[config.mk]
export PLATFORM = sky130hd
export DESIGN_NAME = led_pattern_sequencer
export DESIGN_NICKNAME = d
export VERILOG_FILES = /design/src/rtl/led_pattern_sequencer.sv
export SDC_FILE = /design/constraint.sdc
export NUM_CORES = 1
export LEC_CHECK = 0
export CAP_MARGIN = 30
export CORE_UTILIZATION = 35
export DETAILED_ROUTE_END_ITERATION = 12
export PLACE_DENSITY = 0.6
export SLEW_MARGIN = 20
export SYNTH_ARGS = -nofsm -noshare
export SYNTH_HDL_FRONTEND = slang
export SYNTH_SLANG_ARGS = --single-unit
[constraint.sdc]
create_clock -name clk -period 5.5 [get_ports clk]
set_input_delay 1.65 -clock clk [delete_from_list [all_inputs] [get_ports clk]]
set_output_delay 1.65 -clock clk [all_outputs]
set_load 0.03 [all_outputs]
[src/rtl/led_pattern_sequencer.sv]
// LED pattern sequencer: idle/scan/blink/fill modes paced by a programmable tick divider.
// Optional LED_PATTERN_DIM_EN adds a dim_level input and 16-step PWM gating of led_out.
module led_pattern_sequencer #(
  parameter int WIDTH      = 8,
  parameter int CNT_W      = 22,
  parameter int BASE_COUNT = 15
) (
  input  logic             clk,
  input  logic             rst,
  input  logic [1:0]       mode_sel,
  input  logic             mode_load,
  input  logic             speed_up,
  input  logic             speed_down,
  input  logic             pause,
`ifdef LED_PATTERN_DIM_EN
  input  logic [1:0]       dim_level,
`endif
  output logic [WIDTH-1:0] led_out,
  output logic             mode_ack,
  output logic             tick
);

  typedef enum logic [2:0] {S_IDLE, S_SCAN_R, S_SCAN_L, S_BLINK, S_FILL} state_t;

  localparam logic [CNT_W-1:0] BASE = CNT_W'(BASE_COUNT);

  state_t           r_state, w_state_nxt;
  logic [WIDTH-1:0] r_pat, w_pat_nxt;
  logic [CNT_W-1:0] r_cnt, w_cnt_nxt;
  logic [2:0]       r_speed, w_speed_nxt;
  logic             r_pend, w_pend_nxt;
  logic [1:0]       r_pend_mode, w_pend_mode_nxt;
  logic             r_tick, r_ack;
  logic             w_tick, w_ack;
  logic [CNT_W-1:0] w_last;
  logic [WIDTH-1:0] w_shr, w_shl, w_fill;

  assign w_last = (BASE << r_speed) - CNT_W'(1);
  assign w_shr  = {1'b0, r_pat[WIDTH-1:1]};
  assign w_shl  = {r_pat[WIDTH-2:0], 1'b0};
  assign w_fill = (&r_pat) ? '0 : {1'b1, r_pat[WIDTH-1:1]};

  always_comb begin
    w_state_nxt     = r_state;
    w_pat_nxt       = r_pat;
    w_cnt_nxt       = r_cnt;
    w_speed_nxt     = r_speed;
    w_pend_nxt      = r_pend;
    w_pend_mode_nxt = r_pend_mode;
    w_tick          = 1'b0;
    w_ack           = 1'b0;

    // A lone speed pulse restarts the period instead of ticking; both together cancel.
    if (!pause) begin
      if (speed_up ^ speed_down) begin
        w_cnt_nxt = '0;
        if (speed_up && r_speed != 3'd0)
          w_speed_nxt = r_speed - 3'd1;
        else if (speed_down && r_speed != 3'd7)
          w_speed_nxt = r_speed + 3'd1;
      end else if (r_cnt == w_last) begin
        w_cnt_nxt = '0;
        w_tick    = 1'b1;
      end else begin
        w_cnt_nxt = r_cnt + CNT_W'(1);
      end
    end

    if (w_tick) begin
      if (r_pend) begin
        w_ack      = 1'b1;
        w_pend_nxt = 1'b0;
        case (r_pend_mode)
          2'd0:    begin w_state_nxt = S_IDLE;   w_pat_nxt = '0; end
          2'd1:    begin w_state_nxt = S_SCAN_R; w_pat_nxt = {1'b1, {(WIDTH-1){1'b0}}}; end
          2'd2:    begin w_state_nxt = S_BLINK;  w_pat_nxt = '1; end
          default: begin w_state_nxt = S_FILL;   w_pat_nxt = '0; end
        endcase
      end else begin
        case (r_state)
          S_SCAN_R: begin
            w_pat_nxt = w_shr;
            if (w_shr[0]) w_state_nxt = S_SCAN_L;
          end
          S_SCAN_L: begin
            w_pat_nxt = w_shl;
            if (w_shl[WIDTH-1]) w_state_nxt = S_SCAN_R;
          end
          S_BLINK:  w_pat_nxt = (r_pat == '0) ? '1 : '0;
          S_FILL:   w_pat_nxt = w_fill;
          default:  w_pat_nxt = '0;
        endcase
      end
    end

    // A load in a tick cycle lands after the apply above, so it waits for the next tick.
    if (mode_load) begin
      w_pend_nxt      = 1'b1;
      w_pend_mode_nxt = mode_sel;
    end
  end

  always_ff @(posedge clk) begin
    if (rst) begin
      r_state     <= S_IDLE;
      r_pat       <= '0;
      r_cnt       <= '0;
      r_speed     <= '0;
      r_pend      <= 1'b0;
      r_pend_mode <= '0;
      r_tick      <= 1'b0;
      r_ack       <= 1'b0;
    end else begin
      r_state     <= w_state_nxt;
      r_pat       <= w_pat_nxt;
      r_cnt       <= w_cnt_nxt;
      r_speed     <= w_speed_nxt;
      r_pend      <= w_pend_nxt;
      r_pend_mode <= w_pend_mode_nxt;
      r_tick      <= w_tick;
      r_ack       <= w_ack;
    end
  end

  assign tick     = r_tick;
  assign mode_ack = r_ack;

`ifdef LED_PATTERN_DIM_EN
  logic [3:0] r_pwm;
  logic [4:0] w_thr;
  logic       w_on;

  always_ff @(posedge clk) begin
    if (rst) r_pwm <= '0;
    else     r_pwm <= r_pwm + 4'd1;
  end

  // Duty is 4*(dim_level+1) of every 16 clocks.
  assign w_thr   = {1'b0, dim_level, 2'b00} + 5'd4;
  assign w_on    = ({1'b0, r_pwm} < w_thr);
  assign led_out = r_pat & {WIDTH{w_on}};
`else
  assign led_out = r_pat;
`endif

endmodule

==> results of run 1 <==
-- state kept, by name, indices dropped and copies added, names as in the netlist --
signal,flops
r_cnt,22
led_out,8
r_speed,3
r_state,3
r_pend_mode,2
mode_ack,1
r_pend,1
tick,1
-- cell type report --
class / count / area, um^2
tap: 102 / 128
multi-input combinational: 276 / 1850
inverter: 16 / 60.1
clock inverter: 2 / 37.5
fill: 790 / 4550
clock buffer: 6 / 82.6
timing repair buffer: 21 / 204
sequential: 41 / 821
-- path summary, 6_finish.rpt --
| kind | from | endpoint | cells after the start |
|---|---|---|---|
| worst max register to register | r_speed[1] | r_cnt[12] | 12 |
| worst max-delay path | r_speed[1] | r_cnt[12] | 12 |
| worst min-delay path | r_cnt[13] | r_cnt[13] | 2 |
| worst min register to register | r_cnt[13] | r_cnt[13] | 2 |
-- power groups by stage --
stage | combinational, mW | clock [mW] | sequential, mW
2_1_floorplan | 0.0648 | 0 | 0.310
3_3_place_gp | 0.0803 | 0 | 0.315
3_5_place_dp | 0.0823 | 0 | 0.315
4_1_cts | 0.0828 | 0.267 | 0.308
5_1_grt | 0.0930 | 0.277 | 0.309
6_report | 0.0833 | 0.260 | 0.308
-- placed cells by master, fill, tap and decap left out, types with 3 or more instances in the layout --
cell | synthesis | final
sky130_fd_sc_hd__dfxtp_1 | 41 | 41
sky130_fd_sc_hd__nor2_1 | 29 | 29
sky130_fd_sc_hd__nand2_1 | 27 | 27
sky130_fd_sc_hd__a21oi_1 | 21 | 21
sky130_fd_sc_hd__o21ai_0 | 19 | 19
sky130_fd_sc_hd__nand3_1 | 19 | 19
sky130_fd_sc_hd__nor3_1 | 18 | 18
sky130_fd_sc_hd__clkdlybuf4s50_1 | 0 | 17
sky130_fd_sc_hd__inv_1 | 16 | 16
sky130_fd_sc_hd__and3_1 | 12 | 12
sky130_fd_sc_hd__nor2b_1 | 10 | 10
sky130_fd_sc_hd__nand4_1 | 9 | 9
sky130_fd_sc_hd__xnor2_1 | 9 | 9
sky130_fd_sc_hd__ha_1 | 8 | 8
sky130_fd_sc_hd__xor2_1 | 7 | 7
sky130_fd_sc_hd__mux2i_1 | 6 | 6
sky130_fd_sc_hd__a22o_1 | 6 | 6
sky130_fd_sc_hd__clkbuf_8 | 0 | 6
sky130_fd_sc_hd__or3_1 | 5 | 5
sky130_fd_sc_hd__and2_1 | 4 | 4
sky130_fd_sc_hd__o22ai_1 | 4 | 4
sky130_fd_sc_hd__mux2_2 | 4 | 4
sky130_fd_sc_hd__mux2_1 | 4 | 4
sky130_fd_sc_hd__a31oi_1 | 3 | 3
sky130_fd_sc_hd__a221o_1 | 3 | 3
sky130_fd_sc_hd__buf_4 | 1 | 3
-- kinds of logic after synthesis --
kind of cell             after synthesis  share of synthesized area (%)
AND/OR/NAND/NOR                      151                           29.0
AO/OA/AOI/OAI                         86                           21.8
flip-flops                            41                           29.3
buffers and inverters                 37                           5.27
XOR/XNOR                              16                           5.00
multiplexers                          14                           5.36
adder cells (fa/ha/maj)                9                           4.29
-- synthesized netlist by cell type (5+ instances only) --
cell type                  instances  area share (%)
sky130_fd_sc_hd__xnor2_1           9             2.8
sky130_fd_sc_hd__or3_1             5             1.1
sky130_fd_sc_hd__a21oi_1          21             3.8
sky130_fd_sc_hd__nor2b_1          10             2.2
sky130_fd_sc_hd__o21ai_0          19             3.4
sky130_fd_sc_hd__nor3_1           18             3.2
sky130_fd_sc_hd__nand4_1           9             2.0
sky130_fd_sc_hd__xor2_1            7             2.2
sky130_fd_sc_hd__dfxtp_1          41              29
sky130_fd_sc_hd__nor2_1           29             3.9
sky130_fd_sc_hd__and3_1           12             2.7
sky130_fd_sc_hd__nand2_1          27             3.6
sky130_fd_sc_hd__inv_1            16             2.1
sky130_fd_sc_hd__nand3_1          19             3.4
sky130_fd_sc_hd__a22o_1            6             1.9
sky130_fd_sc_hd__clkbuf_1         14             1.9
sky130_fd_sc_hd__ha_1              8             3.6
sky130_fd_sc_hd__mux2i_1           6             2.1
-- stage by stage --
step,total power [mW],util (%),instances,setup WS [ps],hold WS (ps)
after floorplan,0.375,-,354,2170,474
after global placement,0.396,39.3,454,1450,495
after detailed placement,0.398,39.5,455,1570,509
final,0.652,41.1,464,1780,521
after global routing,0.679,41.1,464,1500,530
after CTS,0.658,41.0,463,1770,521
-- metal layers --
layer  up-vias  wire (um)  GRT usage [%]
li1       1299          -              -
met1      1201       3490           23.7
met2        37       3140           27.9
met3         7        192           2.85
met4         0         68           4.50
met5         -          0              0
-- critical path: cells and delay by family (launching register included) --
kind	cells	cell delay (ps)
fa+ha+maj	2	570
compound gates	5	1250
flops	1	630
buf+inv	3	510
xor+xnor	1	220
simple gates	1	460
==> implementation parameters, run 1 <==
Parameter                              Value

Clock network
  TritonCTS clock tree    yes
  Total setup buffers inserted after CTS    0
  Clock network latency to the later pin of the worst-skew pair    300 ps
  Hold buffers post-CTS    0
  Max Root-Sink Buffers    2
  Clock sinks    41
  Clock root buffer    sky130_fd_sc_hd__clkbuf_8
  Worst-path clk slew    90 ps
  Count of cells resized by post-cts repair    0
  H-tree levels    2
  Clock buffers created by TritonCTS    5

Synthesis
  Fraction of registers with async set or reset after synthesis    0%
  Net count after synthesis    371
  Number of synthesis warnings    0
  Number of distinct standard cells referenced by the synthesized netlist    63
  Number of synthesized register bits    41
  EDFF count, synth    0
  Sequential area share after synthesis    29.3%
  Synth Instances    354
  Mean post-synth cell area    7.91 um^2
  Cell area after synthesis    0.00280 mm^2
  Dominant synthesized flop cell    sky130_fd_sc_hd__dfxtp_1

Placement
  PortBufs    17
  HPWL reported at the end of detailed placement    5.11 mm
  Post-placement cell area    0.00305 mm^2
  Gp weighted congestion    0.864

Global routing
  Largest net degree at the start of global routing    23
  Overall fraction of global-route tracks in use    17.3%
  Number of antenna violations at the first check in global routing    0
  Gr ovfl total    0
  First-pass GRT wire length    11.8 mm
  Via count of the first global-routing pass    2387

Power
  Relative contribution of sequential cells to total power    47.3%
  Power share of the clock group    39.9%
  Reported net switching power    0.170 mW
  Logic pwr share    12.8%
  Switching Fraction    26.0%
  Internal Dissipation    0.482 mW
  Static leakage    1.21 nW
  Worst supply voltage drop on vdd    0.0000978 V
  Total power divided by cell area    205 mW/mm^2

Worst setup path
  Critical Path AT    3950 ps
  Endpoint required time on the critical path    5720 ps
  Slowest cell on the critical path    sky130_fd_sc_hd__a2111oi_4
  Maximum single-stage delay on the critical path    730 ps
  Crit. End Element    flop
  CP Max Fanout    15
  Critical path, cell by cell    inv_1 > ha_1 > inv_1 > ha_1 > or3b_2 > a21oi_1 > xnor2_1 > a2111oi_4 > a2111oi_4 > buf_6 > a21oi_1 > o21ai_0
  Startpoint types    flop
  Crit Path Category    flop to flop
  Slack of the worst reg-to-reg path    1780 ps

STA
  Peak clock frequency supported by timing    0.269 GHz
  Final count of negative-setup-slack endpoints    0
  Hold violation total from the final report    0
  Worst-margin pin slew    929 ps
  Slew HR    37.6%
  RSZ-0062 raised after global routing    no
  Final Critical Period    3720 ps
  Final clock period utilization by the worst path    67.7%
  Post-route clock skew    9.84 ps
  Setup Total Neg Slack    0 ps
  Final Max Tran Viols    0

Detailed routing
  Detailed-route wire length per cell    14.8 um
  Detail Route Antenna Nets    0
  First drt pass iteration count    4
  Final wirelength    6.89 mm
  Number of vias per cell    5.48
  Residual DRC count    0
  Vias    2544
  First-iteration detailed-routing DRC count    195

Cells and area
  Ant diodes    0
  Design Area, Final    0.00318 mm^2
  Post-layout net count    378
  Relative area change from synthesis to final layout    13.4%
  Layout cell share with drive strength beyond 1    8.01%

Floorplan
  Count of standard-cell rows    32
  Count of pins on the block boundary    18
  Die ar.    0.00837 mm^2
  Die Y    91.5 um
  Initial core utilization    36.3%
  Chip Width    91.5 um
  Standard cell core area    0.00773 mm^2

Flow run
  Max-cap violation count    0

Min path
  Min-delay worst type    flop to flop

Outcome
  Outcome    complete, no violations
Power figures use the tool's default switching activity.
==> run 2: changes to the inputs <==
Settings changed: PLACE_DENSITY 0.6 to 0.62.
Clock period 5.5 ns to 3 ns, I/O delays scaled along.
==> implementation parameters, run 2 (synthesis gave the netlist of run 1 again) <==
Parameter                              Value

STA
  Hold violation total from the final report    0 (unchanged)
  Worst-margin pin slew    729 ps (-200 ps)
  Final clock period utilization by the worst path    98.9% (+31 points)
  Final Max Tran Viols    0 (unchanged)
  Final count of negative-setup-slack endpoints    0 (unchanged)
  Setup Total Neg Slack    0 ps (unchanged)
  Peak clock frequency supported by timing    0.337 GHz (+25%)
  Final Critical Period    2970 ps (-756 ps)
  RSZ-0062 raised after global routing    yes
  Post-route clock skew    6.17 ps (-3.67 ps)
  Final worst hold slack    524 ps (+2.66 ps)
  Slew HR    51.0% (+13 points)

Floorplan
  Count of pins on the block boundary    18 (unchanged)
  Initial core utilization    36.3% (unchanged)
  Chip Width    91.5 um (unchanged)
  Count of standard-cell rows    32 (unchanged)
  Standard cell core area    0.00773 mm^2 (unchanged)
  Die Y    91.5 um (unchanged)
  Die ar.    0.00837 mm^2 (unchanged)

Clock network
  Clock sinks    41 (unchanged)
  Hold buffers post-CTS    0 (unchanged)
  H-tree levels    2 (unchanged)
  Clock buffers created by TritonCTS    5 (unchanged)
  TritonCTS clock tree    yes
  Clock root buffer    sky130_fd_sc_hd__clkbuf_8
  Worst-path clk slew    80 ps (about the same)
  Clock network latency to the later pin of the worst-skew pair    300 ps (about the same)
  Max Root-Sink Buffers    2 (unchanged)

Cells and area
  Design Area, Final    0.00352 mm^2 (+11%)
  Layout cell share with drive strength beyond 1    19.2% (+11 points)
  Leading cell types in the layout, fill and taps excluded    sky130_fd_sc_hd__dfxtp_1 (39), sky130_fd_sc_hd__buf_4 (35), sky130_fd_sc_hd__nor2_1 (29)
  Ant diodes    0 (unchanged)
  Relative area change from synthesis to final layout    25.5%
  Number of filler instances in the final layout    764 (-3.3%)
  Post-layout net count    412 (+9.0%)
  Utilization after layout    45.5% (+4.4 points)
  Area of the multi-input gates    0.00192 mm^2 (+4.3%)
  Most flop-heavy register    r_cnt
  Max reg flops    22 (unchanged)
  Sequential standard cell area    828 um^2 (+0.91%)
  Leading cell type in the layout, fill and taps excluded    sky130_fd_sc_hd__dfxtp_1

Worst setup path
  Crit Path Category    flop to flop
  CP Max Fanout    6 (-9)
  Startpoint types    flop
  Critical Path AT    3160 ps (-790 ps)
  Crit. End Element    flop
  Endpoint required time on the critical path    3190 ps (-2530 ps)

Global routing
  Largest net degree at the start of global routing    20 (-13%)
  Number of antenna violations at the first check in global routing    0 (unchanged)
  First-pass GRT wire length    12.2 mm (+3.6%)
  Overall fraction of global-route tracks in use    18.3% (+1.0 points)
  Gr busiest metal    met2
  Gr ovfl total    0 (unchanged)
  Met1 global-route usage    25.4% (+1.7 points)
  Via count of the first global-routing pass    2464 (+3.2%)
  Met3 usage    3.52% (+0.67 points)
  Met2 routing resource usage after global routing    28.3% (+0.31 points)

Detailed routing
  Detailed-route wire length per cell    15.3 um (+3.4%)
  Residual DRC count    0 (unchanged)
  Vias    2776 (+9.1%)
  Number of vias per cell    5.57 (+1.7%)
  Detail Route Antenna Nets    0 (unchanged)
  Final wirelength    7.64 mm (+11%)
  First-iteration detailed-routing DRC count    195 (unchanged)
  First drt pass iteration count    5 (+1)

Flow run
  Max-cap violation count    0 (unchanged)

Power
  Overall power after layout    1.20 mW (+84%)
  Worst supply voltage drop on vdd    0.000171 V (+75%)
  Static leakage    1.37 nW (+13%)
  Total power divided by cell area    340 mW/mm^2 (+66%)

Min path
  Min-delay worst type    flop to flop

Placement
  Gp weighted congestion    0.852 (-1.4%)
  PortBufs    17 (unchanged)
  Post-placement cell area    0.00321 mm^2 (+5.3%)
  HPWL reported at the end of detailed placement    5.50 mm (+7.6%)

Outcome
  Outcome    complete, no violations
run 2: layer usage:
layer | vias to the layer above | share of wire [%]
met5 | - | 0
met4 | 0 | 1.6
met3 | 17 | 3.4
met2 | 62 | 48
met1 | 1317 | 47
li1 | 1380 | -
run 2: critical path, cell delays in order (launching register included):
cell and delay (ps):
sky130_fd_sc_hd__dfxtp_4 380, sky130_fd_sc_hd__inv_4 80, sky130_fd_sc_hd__ha_4 140, sky130_fd_sc_hd__inv_2 40
sky130_fd_sc_hd__ha_4 250, sky130_fd_sc_hd__xor2_1 140, sky130_fd_sc_hd__nand2_1 80, sky130_fd_sc_hd__or4b_4 550
sky130_fd_sc_hd__a2111oi_4 350, sky130_fd_sc_hd__buf_4 200, sky130_fd_sc_hd__nand2_8 70, sky130_fd_sc_hd__nor2_8 120
sky130_fd_sc_hd__buf_6 140, sky130_fd_sc_hd__mux2_4 300
run 2: layout make-up:
type | instances | share of cell area, %
Clock inverter | 2 | 0.996
Multi-Input combinational cell | 276 | 54.7
Inverter | 16 | 1.92
Sequential cell | 41 | 23.6
Tap cell | 102 | 3.63
Timing Repair Buffer | 55 | 13.1
Clock buffer | 6 | 2.06
run 2: power by group:
group | internal [mW] | switching, mW
clock | 0.247 | 0.197
combinational | 0.0859 | 0.105
sequential | 0.550 | 0.0114
total | 0.883 | 0.313
run 2: worst paths after layout:
| kind | endpoint | cells past startpoint | slack (ps) | from |
|---|---|---|---|---|
| hold / removal | r_cnt[13] | 2 | 520 | r_cnt[13] |
| setup reg to reg | led_out[1] | 13 | 30 | r_speed[2] |
| hold reg to reg | r_cnt[13] | 2 | 520 | r_cnt[13] |
| setup / recovery | led_out[1] | 13 | 30 | r_speed[2] |
run 2: repair_timing:
item                       in CTS  in global routing
gates resized for setup         0                 22
setup endpoints to repair       0                 14
buffers inserted                0                 16
run 2: through the flow:
stage                     std cells  setup WS, ps
after detailed placement        474          62.6
after global routing            498         -52.9
final                           498          34.3
after global placement          474          91.3
after floorplan                 354         -17.1
after CTS                       482          35.0
